<file path="src/rtl/binary_multiplier_pkg.sv">
`default_nettype none
// ============================================================================
// Module   : binary_multiplier_pkg
// Brief    : Shared FSM state type and counter sizing for binary_multiplier.
// Revision : 1.0 - initial release
// ============================================================================
package binary_multiplier_pkg;

    typedef enum logic [0:0] {
        IDLE = 1'b0,
        RUN  = 1'b1
    } mult_state_t;

    // Iteration counter must be able to represent 0..WIDTH.
    function automatic int cnt_width(input int w);
        return $clog2(w + 1);
    endfunction

endpackage : binary_multiplier_pkg
`default_nettype wire

</file>
<file path="src/rtl/binary_multiplier.sv">
`default_nettype none
// ============================================================================
// Module   : binary_multiplier
// Brief    : Sequential unsigned radix-2 shift-and-add multiplier with
//            start/busy/done handshake and a registered, held Product.
//            Optional macro BINARY_MULTIPLIER_EARLY_TERM_EN ends an operation
//            as soon as the remaining multiplier bits are all zero.
// Revision : 1.0 - initial release
// ============================================================================
module binary_multiplier
    import binary_multiplier_pkg::*;
#(
    parameter int WIDTH = 4
) (
    input  logic                 clk,
    input  logic                 rst,
    input  logic                 start,
    input  logic [WIDTH-1:0]     A,
    input  logic [WIDTH-1:0]     B,
    output logic                 busy,
    output logic                 done,
    output logic [2*WIDTH-1:0]   Product
);

    localparam int                  c_cnt_w    = cnt_width(WIDTH);
    localparam logic [c_cnt_w-1:0]  c_last_cnt = c_cnt_w'(WIDTH - 1);
    localparam logic [c_cnt_w-1:0]  c_cnt_one  = c_cnt_w'(1);

    mult_state_t           r_state;
    mult_state_t           w_state_next;
    logic [2*WIDTH-1:0]    r_mcand;
    logic [WIDTH-1:0]      r_mplier;
    logic [2*WIDTH-1:0]    r_acc;
    logic [c_cnt_w-1:0]    r_cnt;
    logic [2*WIDTH-1:0]    r_product;
    logic                  r_done;

    logic [2*WIDTH-1:0]    w_acc_next;
    logic [WIDTH-1:0]      w_mplier_next;
    logic                  w_last;

    assign w_acc_next    = r_acc + (r_mplier[0] ? r_mcand : '0);
    assign w_mplier_next = r_mplier >> 1;

`ifdef BINARY_MULTIPLIER_EARLY_TERM_EN
    // Once the shifted multiplier is empty no further partial products remain.
    assign w_last = (r_cnt == c_last_cnt) || (w_mplier_next == '0);
`else
    assign w_last = (r_cnt == c_last_cnt);
`endif

    always_ff @(posedge clk) begin
        if (rst) begin
            r_state <= IDLE;
        end else begin
            r_state <= w_state_next;
        end
    end

    always_comb begin
        w_state_next = r_state;
        case (r_state)
            IDLE:    if (start)  w_state_next = RUN;
            RUN:     if (w_last) w_state_next = IDLE;
            default: w_state_next = IDLE;
        endcase
    end

    always_ff @(posedge clk) begin
        if (rst) begin
            r_mcand   <= '0;
            r_mplier  <= '0;
            r_acc     <= '0;
            r_cnt     <= '0;
            r_product <= '0;
            r_done    <= 1'b0;
        end else begin
            r_done <= 1'b0;
            case (r_state)
                IDLE: begin
                    if (start) begin
                        r_mcand  <= {{WIDTH{1'b0}}, A};
                        r_mplier <= B;
                        r_acc    <= '0;
                        r_cnt    <= '0;
                    end
                end
                RUN: begin
                    r_acc    <= w_acc_next;
                    r_mcand  <= r_mcand << 1;
                    r_mplier <= w_mplier_next;
                    r_cnt    <= r_cnt + c_cnt_one;
                    if (w_last) begin
                        r_product <= w_acc_next;
                        r_done    <= 1'b1;
                    end
                end
                default: ;
            endcase
        end
    end

    assign busy    = (r_state == RUN);
    assign done    = r_done;
    assign Product = r_product;

endmodule : binary_multiplier
`default_nettype wire

</file>
<file path="config.mk">
export PLATFORM = sky130hd
export DESIGN_NAME = binary_multiplier
export DESIGN_NICKNAME = d
export VERILOG_FILES = /design/src/rtl/binary_multiplier_pkg.sv /design/src/rtl/binary_multiplier.sv
export SDC_FILE = /design/constraint.sdc
export NUM_CORES = 1
export LEC_CHECK = 0
export BUFFER_PORTS_ARGS = -buffer_cell sky130_fd_sc_hd__buf_2
export CORE_MARGIN = 2
export CORE_UTILIZATION = 55
export CTS_BUF_LIST = sky130_fd_sc_hd__clkbuf_2
export DETAILED_ROUTE_END_ITERATION = 10
export PLACE_DENSITY = 0.77
export SYNTH_ARGS = -nofsm -noshare
export SYNTH_HDL_FRONTEND = slang
export SYNTH_SLANG_ARGS = --single-unit
</file>
<file path="constraint.sdc">
create_clock -name clk -period 3.9 [get_ports clk]
set_clock_uncertainty 0.05 [all_clocks]
set_input_delay 0.585 -clock clk [delete_from_list [all_inputs] [get_ports clk]]
set_output_delay 0.585 -clock clk [all_outputs]
set_load 0.03 [all_outputs]
</file>
==> summary.md, run 1 <==
| Metric | Value |
|---|---|
| Status | completed |
| CTS tree | yes |
| FFs w/ async S/R, synth | 0% |
| DRC marker count from the first detailed-route iteration | 28 |
| Worst Hold Class | reg2reg |
| Remaining routing DRC violations | 0 |
| CP required | between 4 and 5 ns |
| PD cells | about 390 nW/um2 |
| Most common cell in the netlist | dfxtp_1 |
| Syn Nets | 200 |
| DR WL/cell | around 12 um |
| Synth area leader | dfxtp_1 |
| Initial Util | between 50 and 60% |
| Area growth syn-to-layout | 11.97% |
| Worst Path Max Fanout | 9 |
| Sequential area share after synthesis | 41.57% |
| Reg-to-reg startpoint | r_mplier[0] |
| Slew Viols, Final | 0 |
| Ports | 21 |
| Main area contributors after synthesis | dfxtp_1 42%, ha_1 7.1%, a21oi_1 6.6%, nor2_1 6.6%, mux2i_1 5.7% |
| Fmax | 449.0 MHz |
| YS warnings | 0 |
| Share of cells above drive strength 1 | ~17% |
| Via count | about 1300 |
| Min-delay src | Product[7] |
| Clock Sink Count | 33 |
| Min Tclk post-route | ~2.2 ns |
| Clock slew at reported path FFs | 0.16 ns |
| Worst setup EP type | register |
| Antenna-violating nets left | 0 |
| Std cell rows | 19 |
| Mapped Cells | between 150 and 200 |
| Number of setup buffers added after CTS | 0 |
| R2R Setup Slk | approximately 1.7 ns |
| RSZ-0062 raised after global routing | no |
| Slew HR | between 60 and 70% |
| Bufs on Longest Clock Path | 2 |
| Syn avg cell area | 8.877 um2 |
| Post-Syn Area | 1589 um2 |
| Post-synth EDFFs | 0 |
| Slew @ Worst Pin | 0.4794 ns |
| Synth top area share | between 40% and 50% |
| Worst Path Arrival | approximately 2.5 ns |
| Yosys reg bits | 33 |
| CTS Hold Bufs | 0 |
| # H-tree levels | 2 |
| Placed insts | 221 |
| Post-cts gate resize count | 0 |
| Fin. Hold Viols | 0 |
| PortBufs | 20 |
| DIE WIDTH | around 58 um |
| Period utilization | a little under three fifths |
| Worst Setup Path Type | reg2reg |
| Vias in the first global route | around 1200 |
| Library cells used by synthesis | 32 |
| Remaining Overflow, GRT | 0 |
| Max_cap viols | 0 |
| GRT Overall Usage | between 20% and 30% |
| Routability congestion estimate | ~0.9 |
| Largest net degree at the start of global routing | 43 |
| Die area | ~3300 um2 |
| Die span in y | a little under 60 um |
| Final setup fails | 0 |
| First drt pass iteration count | 4 |
| Final std cells w/o fill | ~230 |
| Clk Latency, worst-skew pair | approximately 0.37 ns |
| Hold WS | around 0.41 ns |
| Post-layout instance area | 1779 um2 |
| Via density per instance | 5.485 |
| TNS Setup | 0 ns |
| Final nets | between 200 and 250 |
| Core area | around 2800 um2 |
| Cell Area, Placed | about 1700 um2 |
| Worst VDD drop | about 0.00038 V |
| First-pass GRT wire length | a little over 5000 um |
| Commonest cells in the netlist | 33 x dfxtp_1, 28 x nor2_1, 21 x a21oi_1, 10 x nand2_1, 10 x nor3b_1 |
| Final WL | 2791 um |
| Synth Flop Type | dfxtp_1 |
| Diodes inserted | 0 |
| Dpl hpwl | 2041 um |
| Total CTS buffers | 5 |
| Leakage power | 0.7922 nW |
| Initial antenna violation count | 0 |
| Clock root buffer master | clkbuf_2 |
| Startpoint class of the critical path | register |
| Worst setup path startpoint | r_mplier[0] |
## flip-flops by register name, indices dropped and copies added (netlist names)
name and cells:
r_mcand 8, done 1, r_acc 8, r_mplier 4, busy 1, Product 8, r_cnt 3
## area by class of cell
type | count | area (um2)
multi-input combinational | 134 | 874.6
inverter | 2 | 7.507
tap | 31 | 38.79
sequential | 33 | 660.6
clock buffer | 5 | 25.02
timing repair buffer | 21 | 107.6
fill | 238 | 978.4
clock inverter | 3 | 65.06
## cells in the final DEF, fill, tap and decap left out, drive strengths merged, types with 3 or more instances in the layout
cell type,synthesis,routed
clkbuf,3,5
nor2,28,28
nand2,10,10
nor3,3,3
nor3b,10,10
xor2,4,4
and2,7,7
a22o,5,5
dfxtp,33,33
o21ai,8,8
xnor2,3,3
buf,7,21
a21oi,22,22
ha,9,9
mux2i,9,9
## metal layers
layer  routed length (um)  vias up  track usage (%)
li1                     -      654                -
met2                 1332       24            33.60
met1                 1311      574            23.63
met5                    0        -                0
met4                   42        0            8.970
met3                  104        4            6.027
## critical path, cell delays in order, from the launching register on
cell and delay, ns:
dfxtp_1 0.40, and2_1 0.16, ha_1 0.22, fa_1 0.43, a211oi_1 0.29, o21bai_1 0.11
a21oi_1 0.18, xor2_1 0.21, o21ai_1 0.10
## logic make-up after synthesis
logic type | Yosys count | share of synthesized area (%)
AO/OA/AOI/OAI | 43 | 16.69
XOR/XNOR | 7 | 3.858
adder cells (fa/ha/maj) | 10 | 8.347
buffers and inverters | 12 | 3.386
flip-flops | 33 | 41.57
multiplexers | 9 | 5.670
AND/OR/NAND/NOR | 65 | 20.47
## stage by stage
stage,setup WS [ns],utilization [%],total power [W]
after floorplan,1.882,-,0.0003923
after global placement,1.779,61.25,0.0004016
after detailed placement,1.691,61.25,0.0004034
after CTS,1.665,64.52,0.0006927
after global routing,1.444,64.52,0.0007113
final,1.673,64.52,0.0006852
## worst paths after layout
check,cells past startpoint,endpoint
min,2,Product[7]
max,8,Product[6]
min reg2reg,2,Product[7]
max reg2reg,8,Product[6]
## report_power, final
part	internal (W)	switching (W)
registers	0.000345	0.00000540
clock network	0.000172	0.000117
logic	0.0000170	0.0000293
total	0.000533	0.000152
Power figures use the tool's default switching activity.
==> run 2: changes to the inputs <==
==> constraint.sdc (replaced) <==
create_clock -name clk -period 2.26 [get_ports clk]
set_clock_uncertainty 0.05 [all_clocks]
set_input_delay 0.339 -clock clk [delete_from_list [all_inputs] [get_ports clk]]
set_output_delay 0.339 -clock clk [all_outputs]
set_load 0.03 [all_outputs]
==> run 2 against run 1 <==
Setup slack worse by 1.5 ns. Maximum frequency rose by 5.2%. Clock power is 9.7% lower. Routed wire length up 6.6%.
==> summary.md, run 2 (same netlist as run 1, synthesis figures left out) <==
| Metric | Value |
|---|---|
| Status | completed |
| Die span in y | a little under 60 um |
| Routability congestion estimate | approximately 0.86 |
| Max_cap viols | 0 |
| Hold WS | approximately 0.21 ns |
| Clock root buffer master | clkbuf_2 |
| Share of cells above drive strength 1 | about 17% |
| Min Tclk post-route | around 2.1 ns |
| CTS tree | yes |
| Slew @ Worst Pin | around 0.48 ns |
| Leakage power | slightly below 0.8 nW |
| GRT Overall Usage | between 20% and 30% |
| Slew HR | roughly 68% |
| Clock network power share | between 20% and 30% |
| Dpl hpwl | approximately 2200 um |
| Initial Util | 57.62% |
| CTS Hold Bufs | 0 |
| Most common cell after layout, fill and taps aside | dfxtp_1 |
| Power Total | 0.0009484 W |
| Final nets | 220 |
| PortBufs | 20 |
| Worst Path Max Fanout | 3 |
| Via count | approximately 1300 |
| First-pass GRT wire length | approximately 5200 um |
| DRC marker count from the first detailed-route iteration | 56 |
| Sequential share of power | between 60% and 70% |
| Most frequent cells in the layout | 33 x dfxtp_1, 28 x nor2_1, 21 x a21oi_1 |
| Clock Sink Count | 33 |
| Worst setup EP type | register |
| Clock slew at reported path FFs | around 0.17 ns |
| Largest net degree at the start of global routing | 26 |
| Via density per instance | approximately 5.5 |
| CP required | between 2 and 3 ns |
| Int Pwr | roughly 0.00070 W |
| Placed insts | 223 |
| First drt pass iteration count | 4 |
| Area growth syn-to-layout | 9.685% |
| DR WL/cell | around 13 um |
| TNS Setup | 0 ns |
| Net Sw Frac | a little over a quarter |
| Bufs on Longest Clock Path | 2 |
| PD cells | ~540 nW/um2 |
| Fmax | 472.2 MHz |
| Initial antenna violation count | 0 |
| Worst Setup Path Type | reg2reg |
| Startpoint class of the critical path | register |
| Final setup fails | 0 |
| Final std cells w/o fill | between 200 and 250 |
| Total CTS buffers | 5 |
| Worst Hold Class | in2reg |
| Period utilization | between 90% and 100% |
| Diodes inserted | 0 |
| Std cell rows | 19 |
| Clk Latency, worst-skew pair | around 0.37 ns |
| Logic pwr share | between 8 and 9% |
| Slew Viols, Final | 0 |
| # H-tree levels | 2 |
| Core area | 2758 um2 |
| Antenna-violating nets left | 0 |
| DIE WIDTH | around 58 um |
| Remaining routing DRC violations | 0 |
| Worst Path Arrival | 2.35 ns |
| Switching Power | 0.0002496 W |
| Remaining Overflow, GRT | 0 |
| Final WL | slightly below 3000 um |
| Vias in the first global route | ~1200 |
| Fin. Hold Viols | 0 |
| Ports | 21 |
| Worst VDD drop | about 0.0004 V |
| Die area | between 3000 and 4000 um2 |
| RSZ-0062 raised after global routing | no |
==> run 2: critical path, cell delays in order (launching register included) <==
cell,delay (ns)
dfxtp_1,0.35
and2_1,0.16
ha_1,0.23
fa_1,0.44
a211oi_2,0.24
o21bai_1,0.10
a21oi_1,0.18
xor2_1,0.21
o21ai_1,0.10
==> run 2: stage by stage <==
step / setup WS [ns] / cell area (um2) / util (%)
finish: 0.1423 / 1743 / 63.20
global route: 0.009774 / 1743 / 63.20
CTS: 0.09927 / 1738 / 63.02
detailed placement: 0.1087 / 1704 / 61.80
global placement: 0.1823 / 1704 / 61.80
floorplan: 0.2421 / 1589 / -
==> run 2: power by group through the flow <==
stage | logic (W) | registers (W) | clock network, W
CTS | 0.0000828 | 0.000605 | 0.000263
floorplan | 0.0000611 | 0.000616 | 0
global route | 0.0000932 | 0.000608 | 0.000299
detailed placement | 0.0000823 | 0.000618 | 0
global placement | 0.0000802 | 0.000617 | 0
finish | 0.0000819 | 0.000605 | 0.000261
==> run 2: final timing paths <==
check | from | endpoint | slack (ns) | depth (start not counted)
setup / recovery | r_mcand[0] | Product[6] | 0.14 | 8
setup reg to reg | r_mcand[0] | Product[6] | 0.14 | 8
hold / removal | B[3] | r_mplier[3] | 0.21 | 3
hold reg to reg | Product[7] | Product[7] | 0.41 | 2
==> run 2: cell type report <==
class	instances	area [um2]
Timing Repair Buffer	23	122.6
Clock buffer	6	30.03
Clock inverter	1	3.754
Tap cell	31	38.79
Sequential cell	33	660.6
Fill cell	235	1015
Inverter	2	7.507
Multi-Input combinational cell	134	879.6
==> run 2: layer usage <==
layer	part of all wire [%]	vias up	wire, um	track usage, %
met1	45	560	1349	25.32
li1	-	658	-	-
met4	1.9	0	57	8.638
met2	49	28	1444	31.82
met3	4.2	8	124	7.589
met5	0	-	0	0
==> run 2: what timing repair did <==
action / 4_1_cts / 5_1_grt
setup buffers: 0 / 0
setup endpoints to repair: 0 / 2
gates resized for setup: 0 / 1
